===== src/rtl/fp_mul_arbiter.sv =====
// fp_mul_arbiter
//   Shares one single-precision multiplier among N_REQ requesters. Each cycle
//   the first eligible requester at or after the round-robin pointer wins.
//   Its operand pair is registered onto the multiplier inputs. A {valid, id}
//   tag travels MUL_LAT stages alongside the multiplier so that the product
//   can be returned with the id of the requester that issued it. A requester
//   may have only one operation outstanding (pend bit) at any time.
//
// Ports
//   clk        rising-edge clock
//   reset      asynchronous active-low reset
//   req        per-requester request level
//   op_a/op_b  packed operands, requester i in bits [32i+31:32i]
//   gnt        one-hot grant pulse, high the cycle after the issue edge
//   mul_a/b    registered operands driven to the external multiplier
//   mul_p      product returned by the multiplier (MUL_LAT-1 internal stages)
//   res_data   captured product
//   res_valid  one-cycle result strobe
//   res_id     requester owning res_data
//   idle       no operation pending or in flight
module fp_mul_arbiter #(
  parameter int N_REQ   = 4,
  parameter int MUL_LAT = 1,
  parameter int ID_W    = 2
) (
  input  logic                clk,
  input  logic                reset,
  input  logic [N_REQ-1:0]    req,
  input  logic [32*N_REQ-1:0] op_a,
  input  logic [32*N_REQ-1:0] op_b,
  output logic [N_REQ-1:0]    gnt,
  output logic [31:0]         mul_a,
  output logic [31:0]         mul_b,
  input  logic [31:0]         mul_p,
  output logic [31:0]         res_data,
  output logic                res_valid,
  output logic [ID_W-1:0]     res_id,
  output logic                idle
);
  localparam int DATA_W = 32;

  logic [N_REQ-1:0]  pend;
  logic [N_REQ-1:0]  pend_nxt;
  logic [N_REQ-1:0]  elig;
  logic [N_REQ-1:0]  gnt_nxt;
  logic [ID_W-1:0]   ptr;
  logic [ID_W-1:0]   win;
  logic [ID_W-1:0]   cand;
  logic [ID_W:0]     sum;
  logic              win_vld;
  logic [DATA_W-1:0] sel_a;
  logic [DATA_W-1:0] sel_b;
  logic [MUL_LAT-1:0] vld_p;
  logic [ID_W-1:0]   id_p [MUL_LAT];
  logic              cap_vld;
  logic [ID_W-1:0]   cap_id;

  // Eligibility uses the pre-edge pend, so a requester whose result is
  // captured on this edge can only be regranted on the next one.
  assign elig    = req & ~pend;
  assign cap_vld = vld_p[MUL_LAT-1];
  assign cap_id  = id_p[MUL_LAT-1];
  assign idle    = (pend == '0);

  // Round-robin search: walk N_REQ candidates starting at ptr, wrapping
  // modulo N_REQ (which need not be a power of two).
  always_comb begin
    win     = '0;
    win_vld = 1'b0;
    sum     = '0;
    cand    = '0;
    for (int j = 0; j < N_REQ; j++) begin
      sum = {1'b0, ptr} + (ID_W+1)'(j);
      if (sum >= (ID_W+1)'(N_REQ)) sum = sum - (ID_W+1)'(N_REQ);
      cand = sum[ID_W-1:0];
      if (!win_vld && elig[cand]) begin
        win     = cand;
        win_vld = 1'b1;
      end
    end
  end

  // Operand select and one-hot grant for the winner.
  always_comb begin
    sel_a   = '0;
    sel_b   = '0;
    gnt_nxt = '0;
    for (int i = 0; i < N_REQ; i++) begin
      if (win_vld && (win == ID_W'(i))) begin
        sel_a      = op_a[32*i +: 32];
        sel_b      = op_b[32*i +: 32];
        gnt_nxt[i] = 1'b1;
      end
    end
  end

  // Capture and issue never touch the same bit: a winner has pend=0 while a
  // captured id has pend=1.
  always_comb begin
    pend_nxt = pend;
    if (cap_vld) pend_nxt[cap_id] = 1'b0;
    pend_nxt = pend_nxt | gnt_nxt;
  end

  always_ff @(posedge clk or negedge reset) begin
    if (!reset) begin
      gnt       <= '0;
      mul_a     <= '0;
      mul_b     <= '0;
      pend      <= '0;
      ptr       <= '0;
      vld_p     <= '0;
      for (int s = 0; s < MUL_LAT; s++) id_p[s] <= '0;
      res_valid <= 1'b0;
      res_id    <= '0;
      res_data  <= '0;
    end else begin
      // ---- issue stage: grant, operand registers, pointer ----
      gnt  <= gnt_nxt;
      pend <= pend_nxt;
      if (win_vld) begin
        mul_a <= sel_a;
        mul_b <= sel_b;
        ptr   <= (win == ID_W'(N_REQ-1)) ? '0 : win + 1'b1;
      end
      // ---- tag pipeline: mirrors the multiplier latency ----
      vld_p[0] <= win_vld;
      id_p[0]  <= win;
      for (int s = 1; s < MUL_LAT; s++) begin
        vld_p[s] <= vld_p[s-1];
        id_p[s]  <= id_p[s-1];
      end
      // ---- capture stage: product returned with its owner ----
      res_valid <= cap_vld;
      if (cap_vld) begin
        res_data <= mul_p;
        res_id   <= cap_id;
      end
    end
  end

endmodule


===== config.mk =====
export PLATFORM = sky130hd
export DESIGN_NAME = fp_mul_arbiter
export DESIGN_NICKNAME = d
export VERILOG_FILES = /design/src/rtl/fp_mul_arbiter.sv
export SDC_FILE = /design/constraint.sdc
export NUM_CORES = 1
export LEC_CHECK = 0
export BUFFER_PORTS_ARGS = -buffer_cell sky130_fd_sc_hd__clkbuf_2
export CORE_AREA = 3 3 155 157
export CTS_CLUSTER_SIZE = 25
export DETAILED_ROUTE_END_ITERATION = 7
export DIE_AREA = 0 0 158 160
export PLACE_DENSITY = 0.56
export SLEW_MARGIN = 20
export SYNTH_ARGS = -nofsm -noshare
export SYNTH_HDL_FRONTEND = slang
export SYNTH_SLANG_ARGS = --single-unit
export TNS_END_PERCENT = 5

===== constraint.sdc =====
create_clock -name clk -period 2.45 [get_ports clk]
set_clock_uncertainty 0.1 [all_clocks]
set_input_delay 0.3675 -clock clk [delete_from_list [all_inputs] [get_ports clk]]
set_output_delay 0.3675 -clock clk [all_outputs]
set_load 0.05 [all_outputs]

== Word-level counts from Yosys, hierarchy flattened ==
Cells that the tools add are included.

* Flip-flop bits (word level): 112
* Input bits: 294
* Output and inout bits: 104
* Logic and storage cells: 85

* Add/sub/neg operators: 8
* Magnitude comparators: 10
* Eq/ne operators: 3
* Mux-type cells: 36
* Bitwise logic cells: 5
* Reduce and logical (&&, ||, !) cells: 13

{| class="wikitable"
|+ Operators with widths
! operator !! number
|-
| two-way mux 32 bit || 8
|-
| two-way mux 2 bit || 9
|-
| less-than comparator 2 x 3 -> 1 bit, second input constant || 5
|-
| two-way mux 1 bit || 13
|-
| greater-or-equal comparator 3 bit, second input constant || 3
|-
| bitwise AND 4 bit || 2
|-
| binary-select mux 1 bit (select 2 bit) || 4
|-
| logical AND 1 bit || 8
|-
| NOT 4 bit || 2
|-
| subtractor 2 x 1 -> 2 bit, second input constant || 4
|-
| adder 2 x 2 -> 3 bit, second input constant || 2
|-
| == test 2 bit, second input constant || 2
|-
| zero test 4 bit || 1
|-
| two-way mux 4 bit || 1
|-
| bitwise OR 4 bit || 1
|-
| adder 2 x 1 -> 3 bit, second input constant || 1
|-
| greater-or-equal comparator 2 x 3 -> 1 bit, second input constant || 1
|-
| zero test 1 bit || 3
|-
| adder 2 x 1 -> 2 bit, second input constant || 1
|-
| demux 1 bit (select 2 bit) || 1
|-
| == test 2 x 1 -> 1 bit, second input constant || 1
|-
| greater-or-equal comparator 2 x 1 -> 1 bit, second input constant || 1
|-
| zero test 2 bit || 1
|}

== Longest topological paths before layout ==
Gate-level depths: netlist of run 1.

* Depth after elaboration: 20
* Gate-level depth with buffers: 12
* Depth with buffers taken out: 9

== Worst setup path before layout of run 1 ==
Ideal clock, no wire load.

* Path type: in2reg
* Start point: input port req[0]
* End point: register mul_a[0]
* Setup time: 0.127 ns
* Data arrival time: 2.203 ns
* Data required time: 2.223 ns
* Path slack: 0.020 ns
* Cell stages on the path: 12
* Buffers on the path: 3
* Cells stage by stage: nor2b_1 > mux2i_1 > o21a_1 > o21a_1 > ha_1 > buf_2 > nor2b_1 > clkbuf_1 > buf_2 > a221o_1 > a21oi_1 > o21ai_0

* Cells in the longest elaborated chain, start to end: 19
* Elaborated cells on any way between the ends: 35

{| class="wikitable"
|+ Ends and longest elaborated chain
! what !! RTL line !! text
|-
| from (decl) || 28 || <nowiki>input logic [N_REQ-1:0] req,</nowiki>
|-
| bitwise AND 4 bit * || 60 || <nowiki>assign elig = req & ~pend;</nowiki>
|-
| binary-select mux 1 bit (select 2 bit) || 76 || <nowiki>if (!win_vld && elig[cand]) begin</nowiki>
|-
| two-way mux 1 bit (implied by the code) || 76 ||
|-
| two-way mux 1 bit || 76 ||
|-
| zero test 1 bit || 76 ||
|-
| logical AND 1 bit || 76 ||
|-
| two-way mux 1 bit || 76 ||
|-
| zero test 1 bit || 76 ||
|-
| (+2 left out) || -- ||
|-
| zero test 1 bit || 76 ||
|-
| logical AND 1 bit || 76 ||
|-
| two-way mux 2 bit * || 76 ||
|-
| named net win[0] || 47 || <nowiki>logic [ID_W-1:0] win;</nowiki>
|-
| zero test 2 bit || 89 || <nowiki>if (win_vld && (win == ID_W'(i))) begin</nowiki>
|-
| logical AND 1 bit || 89 ||
|-
| two-way mux 32 bit (3 in series) || 89 ||
|-
| two-way mux 32 bit * || 89 ||
|-
| to (signal assigned) || 122 || <nowiki>mul_a <= sel_a;</nowiki>
|-
| to (decl) || 32 || <nowiki>output logic [31:0] mul_a,</nowiki>
|}

Mark *: on every way through the listed nets, which the timed path passes. The rest lies on a longest branch. The select of a mux whose other input is x is not followed.
A chain may end at the register's enable or synchronous reset.

== Worst setup path in the final report of run 1 ==
* Start point: register ptr[1]
* End point: register mul_a[2]

* Cells in the longest elaborated chain, start to end: 20
* Elaborated cells on any way between the ends: 49

{| class="wikitable"
|+ Ends and longest elaborated chain
! what !! RTL line !! text
|-
| from (decl) || 46 || <nowiki>logic [ID_W-1:0] ptr;</nowiki>
|-
| from (signal assigned) || 124 || <nowiki>ptr <= (win == ID_W'(N_REQ-1)) ? '0 : win + 1'b1;</nowiki>
|-
| parallel branches: the longest is 20 deep, another holds adder 2 x 1 -> 3 bit || -- ||
|}

Parallel ways; which one is timed is not known. The select of a mux whose other input is x is not followed.

==> results.cfg, run 1 <==
[timing]
drv_slew = 0
fin_tns_setup_ns = 0
fin_crit_ns = 2.37
worst_pin_slew_ns = 0.648
fin_hold_ws_ns = -0.0346
clock.fmax_mhz = 423
maxSlewHeadroom_pct = 56.8
hold_viol_final = 35
fin_crit_sh_pct = 96.5
grt_setup_unrepaired = true
setup_viol = 0

[place]
post-place-cells = 1275
hpwl_mm = 17.2
io_buffers = 397
gp_congestion = 0.871

[grt]
grt_pass1_wl_mm = 34.6
grt_start_max_net_pins = 113
grt-ovfl-total = 0
grt_antenna_before_repair = 0
grt_pass1_vias = 6104
grt_usage_pct = 17.4

[worst_setup_path]
critPathMaxStageDelay_ns = 0.40
worstSetupEndpointType = flop
start_kind = flop
worstPathRequired_ns = 2.60
cp_common_cell = a21oi_1
worst-path-max-fanout = 26
path_cells = nand2b_1, a21oi_1, a21oi_2, a21o_1, buf_4, ha_1, nor2b_1, and2b_2, buf_12, a21oi_1, o21ai_1
cpMaxStageDelayCell = dfrtp_1
cp_data_arrival_time_ns = 2.51
criticalPathCategory = reg -> reg

[cts]
htreeDepth = 3
clkLatencyLatePin_ns = 0.36
cts_tree = built
clkSinkCount = 112
cts_root_buffer = clkbuf_16
postCtsHoldBufs = 0
path_clk_slew_ns = 0.09
cts_buffers = 9
cts_max_path_buffers = 2

[drt]
antenna_left = 0
first_pass_iters = 4
wl_mm = 22.9
drt_iter0_markers = 273
viasPerCell = 4.82
wl_per_cell_um = 17.7
drc = 0
vias = 6229

[power]
leakage_uw = 0.00438
power.density_nw_per_um2 = 1630
ir_drop_mv = 0.646

[finish]
multiInputGateArea_um2 = 2700
instances_no_fill = 1293
layout_commonest_cell = clkbuf_2
area_delta_synth_final_pct = 51.6
final_nets = 1301
layout_common_cells = clkbuf_2, dfrtp_1, a21oi_1
final-seq-area_um2 = 2800
num-fill-cells = 2343
drive_above_1_share_pct = 50.1
diodes = 0

[synth]
synth_nets = 905
synth_edf_count = 0
synthFlopType = dfrtp_1
avgSynthCellArea_um2 = 9.42
yosysSeqAreaShare_pct = 49.0
ys_ff_latch = 112
synth_cell_type_count = 29
ys_warn_count = 0
synth_area_um2 = 5720
synthCells = 607
synthArstFlopShare_pct = 100

[run]
maxCapViolCount = 0

[floorplan]
dieArea_um2 = 25300
start_util_pct = 25.3
die_h_um = 160
ioPinCount = 398
core_um2 = 22600
rows = 55
die_w_um = 158

[status]
status = finished, violations left
violations = negative hold slack

[min_path]
hold_path.class = in -> async
==> final cells by class <==
class | instances | area share (%)
well taps | 285 | 4.11
inverters | 13 | 0.563
clock buffers | 9 | 2.60
flip-flops and latches | 112 | 32.3
clock inverters | 7 | 0.967
repair buffers | 440 | 28.3
multi-input cells | 427 | 31.1
==> what timing repair did <==
item / 4_1_cts / 5_1_grt
endpoints found under the setup margin: 13 / 43
setup buffers: 2 / 0
resized for setup: 2 / 9
endpoints found under the hold margin: 0 / 0
==> synthesized netlist by cell type (5+ instances only) <==
cell type / n / area [um^2]
clkbuf_1: 31 / 116
a221o_1: 54 / 541
a22oi_1: 10 / 75.1
dfrtp_1: 112 / 2800
nand2b_1: 10 / 62.6
nand2_1: 63 / 236
mux2_2: 33 / 372
inv_1: 11 / 41.3
buf_2: 19 / 95.1
nor2_1: 19 / 71.3
o21ai_1: 29 / 145
a21oi_1: 90 / 450
buf_1: 5 / 18.8
o21ai_0: 85 / 425
nor2b_1: 6 / 37.5
==> per-layer routing <==
layer,up-vias,global-route usage (%),share of wire [%]
li1,3015,-,-
met1,2925,22.1,42
met2,261,29.3,49
met3,28,4.09,7.0
met4,0,5.20,2.0
met5,-,0,0
==> worst max-delay path: cells and delay by family (launching register included) <==
family | cells | cell delay, ns
buffers and inverters | 2 | 0.30
AO/OA/AOI/OAI | 5 | 0.72
flip-flops | 1 | 0.40
AND/OR/NAND/NOR | 3 | 0.53
adder cells (fa/ha/maj) | 1 | 0.19
==> flip-flops by register name, indices dropped and copies added, names as in the netlist <==
register / cells
ptr: 2
mul_a: 32
res_valid: 1
res_id: 2
gnt: 4
mul_b: 32
res_data: 32
pend: 4
cap_id: 2
cap_vld: 1
==> through the flow <==
| step | util (%) | hold slack, ns | power, uW | instance area (um^2) | setup slack, ns |
|---|---|---|---|---|---|
| floorplan | - | -0.0281 | 9720 | 5720 | 0.0201 |
| global placement | 36.7 | 0.360 | 12600 | 8310 | -0.0820 |
| detailed placement | 36.7 | 0.373 | 12700 | 8310 | -0.120 |
| CTS | 38.1 | 0.00492 | 14300 | 8640 | 0.0294 |
| global route | 38.3 | 0.0221 | 15200 | 8670 | -0.0369 |
| finish | 38.3 | -0.0346 | 14200 | 8670 | 0.0847 |
==> logic make-up after synthesis <==
kind of cell | Yosys count | share of synthesized area (%)
and+or+nand+nor | 111 | 8.69
DFF | 112 | 49.0
adders and majority gates | 4 | 0.876
muxes | 34 | 6.68
AOI/OAI and AO/OA | 278 | 29.9
buffers and inverters | 68 | 4.88
==> where the power goes <==
group	internal (uW)	switching (uW)	total (uW)
Clock	735	821	1560
Combinational	3190	6210	9390
Sequential	2750	464	3210
==> path summary, 6_finish.rpt <==
| check | startpoint | endpoint | slack [ns] | cells after the start |
|---|---|---|---|---|
| setup / recovery | ptr[1] | mul_a[2] | 0.08 | 11 |
| hold / removal | reset | res_data[1] | -0.03 | 2 |
| setup reg to reg | ptr[1] | mul_a[2] | 0.08 | 11 |
| hold reg to reg | mul_a[6] | mul_a[6] | 0.39 | 2 |
| max in group asynchronous | reset | mul_b[4] | 1.76 | 2 |
| min in group clk | mul_p[11] | res_data[11] | 0.13 | 2 |
No activity file was read; power rests on OpenSTA's default activity.
==> inputs of run 2 (changes only) <==
--- a/config.mk
+++ b/config.mk
@@ -6,11 +6,11 @@
 export NUM_CORES = 1
 export LEC_CHECK = 0
 export BUFFER_PORTS_ARGS = -buffer_cell sky130_fd_sc_hd__clkbuf_2
-export CORE_AREA = 3 3 155 157
+export CORE_AREA = 3 3 153 155
 export CTS_CLUSTER_SIZE = 25
 export DETAILED_ROUTE_END_ITERATION = 7
-export DIE_AREA = 0 0 158 160
-export PLACE_DENSITY = 0.56
+export DIE_AREA = 0 0 156 158
+export PLACE_DENSITY = 0.57
 export SLEW_MARGIN = 20
 export SYNTH_ARGS = -nofsm -noshare
 export SYNTH_HDL_FRONTEND = slang
==> results.cfg, run 2 (synthesized netlist as in run 1, its figures left out) <==
[floorplan]
die_w_um = 156
core_um2 = 22000
ioPinCount = 398
die_h_um = 158
rows = 54
dieArea_um2 = 24600
start_util_pct = 26.0

[finish]
final_nets = 1298
layout_common_cells = clkbuf_2, dfrtp_1, o21ai_0
drive_above_1_share_pct = 52.7
area_delta_synth_final_pct = 54.2
num-fill-cells = 2226
diodes = 0
multiInputGateArea_um2 = 2820
final-seq-area_um2 = 2800
largestRegisters = mul_a x32, mul_b x32, res_data x32
layout_commonest_cell = clkbuf_2

[grt]
grt_antenna_before_repair = 0
grt_pass1_wl_mm = 34.0
grt_pass1_vias = 6016
grt_start_max_net_pins = 113
grt_usage_pct = 17.6
grt-ovfl-total = 0

[timing]
fin_crit_ns = 2.38
setup_viol = 0
worst_pin_slew_ns = 0.612
clock.fmax_mhz = 420
fin_tns_setup_ns = 0
hold_viol_final = 0
grt_setup_unrepaired = true
drv_slew = 0
maxSlewHeadroom_pct = 59.2
fin_crit_sh_pct = 97.1

[worst_setup_path]
cp_data_arrival_time_ns = 2.52
worst-path-max-fanout = 16
reg2reg_depth = 11
cp_common_cell = o21a_1
critPathCapture = mul_b[26]
cpMaxStageDelayCell = dfrtp_1
start_kind = flop
criticalPathCategory = reg -> reg
critPathMaxStageDelay_ns = 0.40
path_cells = nor2b_1, buf_4, mux2i_1, o21a_1, o21a_1, ha_4, nor2b_4, clkbuf_16, a221o_1, a21oi_2, o21ai_0
r2r_setup_slack_ns = 0.07
worstSetupEndpointType = flop
worstPathRequired_ns = 2.59
rr_startpoint = pend[0]
reg2reg_to = mul_b[26]
worstSetupStartpoint = pend[0]

[drt]
viasPerCell = 4.87
antenna_left = 0
first_pass_iters = 4
wl_mm = 23.3
drc = 0
vias = 6256
wl_per_cell_um = 18.2
drt_iter0_markers = 317

[status]
status = finished clean

[cts]
path_clk_slew_ns = 0.09
htreeDepth = 3
clkLatencyLatePin_ns = 0.35
cts_buffers = 9
cts_max_path_buffers = 2
clkSinkCount = 112
cts_root_buffer = clkbuf_16
cts_tree = built

[place]
gp_congestion = 0.885
hpwl_mm = 17.1
io_buffers = 397

[power]
leakage_uw = 0.00440
power.density_nw_per_um2 = 1660
ir_drop_mv = 0.552
p_total_uw = 14700

[min_path]
hold_start = mul_p[30]
hold_path.class = in -> reg
hold_depth = 2

[run]
maxCapViolCount = 0
run 2: cell type report:
type	instances	area share (%)
sequential	112	31.8
clock inverter	7	1.04
timing repair buffer	437	28.2
inverter	13	0.554
clock buffer	9	2.55
multi-input combinational	427	31.9
tap	280	3.97
run 2: critical path, delay by kind of cell, from the launching register on:
kind | cells | cell delay [ns]
multiplexers | 1 | 0.06
AO/OA/AOI/OAI | 5 | 0.91
adder cells (fa/ha/maj) | 1 | 0.19
flip-flops | 1 | 0.40
AND/OR/NAND/NOR | 2 | 0.28
buffers and inverters | 2 | 0.31
run 2: report_power, final:
| group | switching, uW | internal [uW] | total [uW] |
|---|---|---|---|
| registers | 472 | 2750 | 3220 |
| clock network | 811 | 744 | 1560 |
| logic | 6470 | 3430 | 9900 |
| total | 7750 | 6920 | 14700 |
run 2: repair_timing:
action	4_1_cts	5_1_grt
endpoints found under the hold margin	1	0
pin swaps	0	7
endpoints found under the setup margin	40	64
hold buffers	1	0
gates resized for setup	3	52
gates cloned	0	3
buffers inserted	0	2
run 2: through the flow:
step	hold slack [ns]	utilization (%)	std cells	setup slack [ns]	instance area, um^2
after floorplan	-0.0281	-	607	0.0201	5720
after global placement	0.363	37.5	1263	-0.129	8240
after detailed placement	0.370	37.5	1263	-0.139	8240
after CTS	0.111	39.0	1280	-0.00278	8570
after global routing	0.110	40.1	1285	-0.0800	8820
final	0.137	40.1	1285	0.0714	8820
run 2: worst min-delay path by stage:
stage | to | slack [ns]
after CTS | res_data[30] | 0.11
after floorplan | cap_id[0] | -0.03
after global placement | mul_b[15] | 0.36
after detailed placement | mul_a[8] | 0.37
final | res_data[30] | 0.14
after global routing | res_data[17] | 0.11
run 2: layer usage:
| metal | track usage [%] | vias to the layer above | share of wire (%) |
|---|---|---|---|
| met1 | 21.8 | 2928 | 41 |
| met3 | 3.91 | 34 | 6.7 |
| met4 | 5.55 | 0 | 2.2 |
| li1 | - | 3007 | - |
| met2 | 30.4 | 287 | 50 |
| met5 | 0 | - | 0 |
==> inputs of run 3 (changes only) <==
--- a/config.mk
+++ b/config.mk
@@ -10,7 +10,7 @@
 export CTS_CLUSTER_SIZE = 25
 export DETAILED_ROUTE_END_ITERATION = 7
 export DIE_AREA = 0 0 156 158
-export PLACE_DENSITY = 0.57
+export PLACE_DENSITY = 0.55
 export SLEW_MARGIN = 20
 export SYNTH_ARGS = -nofsm -noshare
 export SYNTH_HDL_FRONTEND = slang
==> constraint.sdc (replaced) <==
create_clock -name clk -period 3 [get_ports clk]
set_clock_uncertainty 0.1 [all_clocks]
set_input_delay 0.45 -clock clk [delete_from_list [all_inputs] [get_ports clk]]
set_output_delay 0.45 -clock clk [all_outputs]
set_load 0.05 [all_outputs]
==> results.cfg, run 3 (synthesized netlist as in run 1, its figures left out) <==
[power]
ir_drop_mv = 0.466
leakage_uw = 0.00426
power.density_nw_per_um2 = 1330

[drt]
drt_iter0_markers = 283
wl_mm = 23.4
drc = 0
first_pass_iters = 5
antenna_left = 0
wl_per_cell_um = 18.4
viasPerCell = 4.93
vias = 6264

[finish]
area_delta_synth_final_pct = 47.3
largestRegisters = mul_a x32, mul_b x32, res_data x32
drive_above_1_share_pct = 48.6
final_nets = 1283
layout_commonest_cell = clkbuf_2
num-fill-cells = 2282
instances_no_fill = 1270
stdcell_area_um2 = 8420
final-seq-area_um2 = 2800
multiInputGateArea_um2 = 2670
diodes = 0
layout_common_cells = clkbuf_2, dfrtp_1, a21oi_1

[grt]
grt_pass1_vias = 6168
grt_start_max_net_pins = 57
grt_antenna_before_repair = 0
grt_usage_pct = 18.2
grt-ovfl-total = 0
grt_pass1_wl_mm = 34.9

[timing]
drv_slew = 0
fin_crit_sh_pct = 88.6
fin_hold_ws_ns = -0.0146
hold_viol_final = 8
setup_viol = 0
clock.fmax_mhz = 376
setup_slack_ns = 0.342
fin_tns_setup_ns = 0
maxSlewHeadroom_pct = 53.7
worst_pin_slew_ns = 0.695
grt_setup_unrepaired = false
fin_crit_ns = 2.66

[floorplan]
start_util_pct = 26.0
ioPinCount = 398
core_um2 = 22000
die_h_um = 158
rows = 54
dieArea_um2 = 24600
die_w_um = 156

[place]
io_buffers = 397
hpwl_mm = 17.8
gp_congestion = 0.896
dp_worst_setup_slack_ns = 0.0834
placed_area_um2 = 8090
post-place-cells = 1251

[status]
status = finished, violations left
violations = negative hold slack

[worst_setup_path]
worstPathRequired_ns = 3.17
cp_data_arrival_time_ns = 2.83
worstSetupStartpoint = pend[1]
worst-path-max-fanout = 47
criticalPathCategory = reg -> reg
start_kind = flop
worstSetupEndpointType = flop
rr_startpoint = pend[1]

[min_path]
hold_path.class = in -> async

[cts]
cts_buffers = 9
htreeDepth = 3
clkLatencyLatePin_ns = 0.35
cts_max_path_buffers = 2
cts_root_buffer = clkbuf_16
path_clk_slew_ns = 0.08
clkSinkCount = 112
cts_tree = built

[run]
maxCapViolCount = 0
run 3: cell types whose count changed in the layout (fill, tap and decap cells not counted), sizes merged:
cell,before,now
clkbuf,408,405
dlygate4sd3,1,0
clkinv,3,4
buf,37,26
inv,17,16
run 3: final timing paths:
kind	to	slack (ns)	depth (start not counted)
worst max-delay path	mul_a[5]	0.34	10
worst min-delay path	mul_b[20]	-0.01	1
worst max register to register	mul_a[5]	0.34	10
worst min register to register	mul_b[0]	0.39	2
max in group asynchronous	mul_a[26]	2.12	2
min in group clk	res_data[26]	0.22	2
run 3: final cells by class:
cell class                 instances  area share [%]
sequential                       112            33.3
clock inverter                     7           0.995
tap                              280            4.16
clock buffer                       9            2.67
timing repair buffer             422            26.6
multi-input combinational        427            31.7
inverter                          13           0.579
run 3: report_power, final:
| part | switching [uW] | leakage [uW] | internal [uW] |
|---|---|---|---|
| Sequential | 411 | 0.00136 | 2240 |
| Combinational | 5000 | 0.00276 | 2330 |
| Clock | 641 | 0.000149 | 598 |
run 3: metal layers:
metal / vias up / part of all wire (%) / GRT usage [%]
li1: 2978 / - / -
met1: 2948 / 42 / 23.3
met2: 294 / 48 / 30.4
met3: 44 / 7.1 / 3.64
met4: 0 / 3.0 / 7.02
met5: - / 0 / 0
run 3: per-stage QoR:
stage               hold WS, ns  util, %  total power [uW]
floorplan                0.0544        -              7940
finish                  -0.0146     38.4             11200
CTS                    0.000245     38.2             11300
detailed placement        0.372     36.8             10100
global route             0.0249     38.4             12100
global placement          0.365     36.8              9980
run 3: worst max-delay path: stages (launching register included):
cell and delay (ns):
dfrtp_1 0.41, nor2b_1 0.39, a21oi_1 0.08, a21oi_1 0.17, a21oi_1 0.10, buf_4 0.17, ha_2 0.25, inv_2 0.07
buf_4 0.41, o21ai_0 0.18, o21ai_0 0.17
run 3: repair_timing:
item                       4_1_cts  5_1_grt
setup endpoints to repair        0       37
setup buffers                    0        3
hold buffers                     0        0
gates resized for setup          0        3
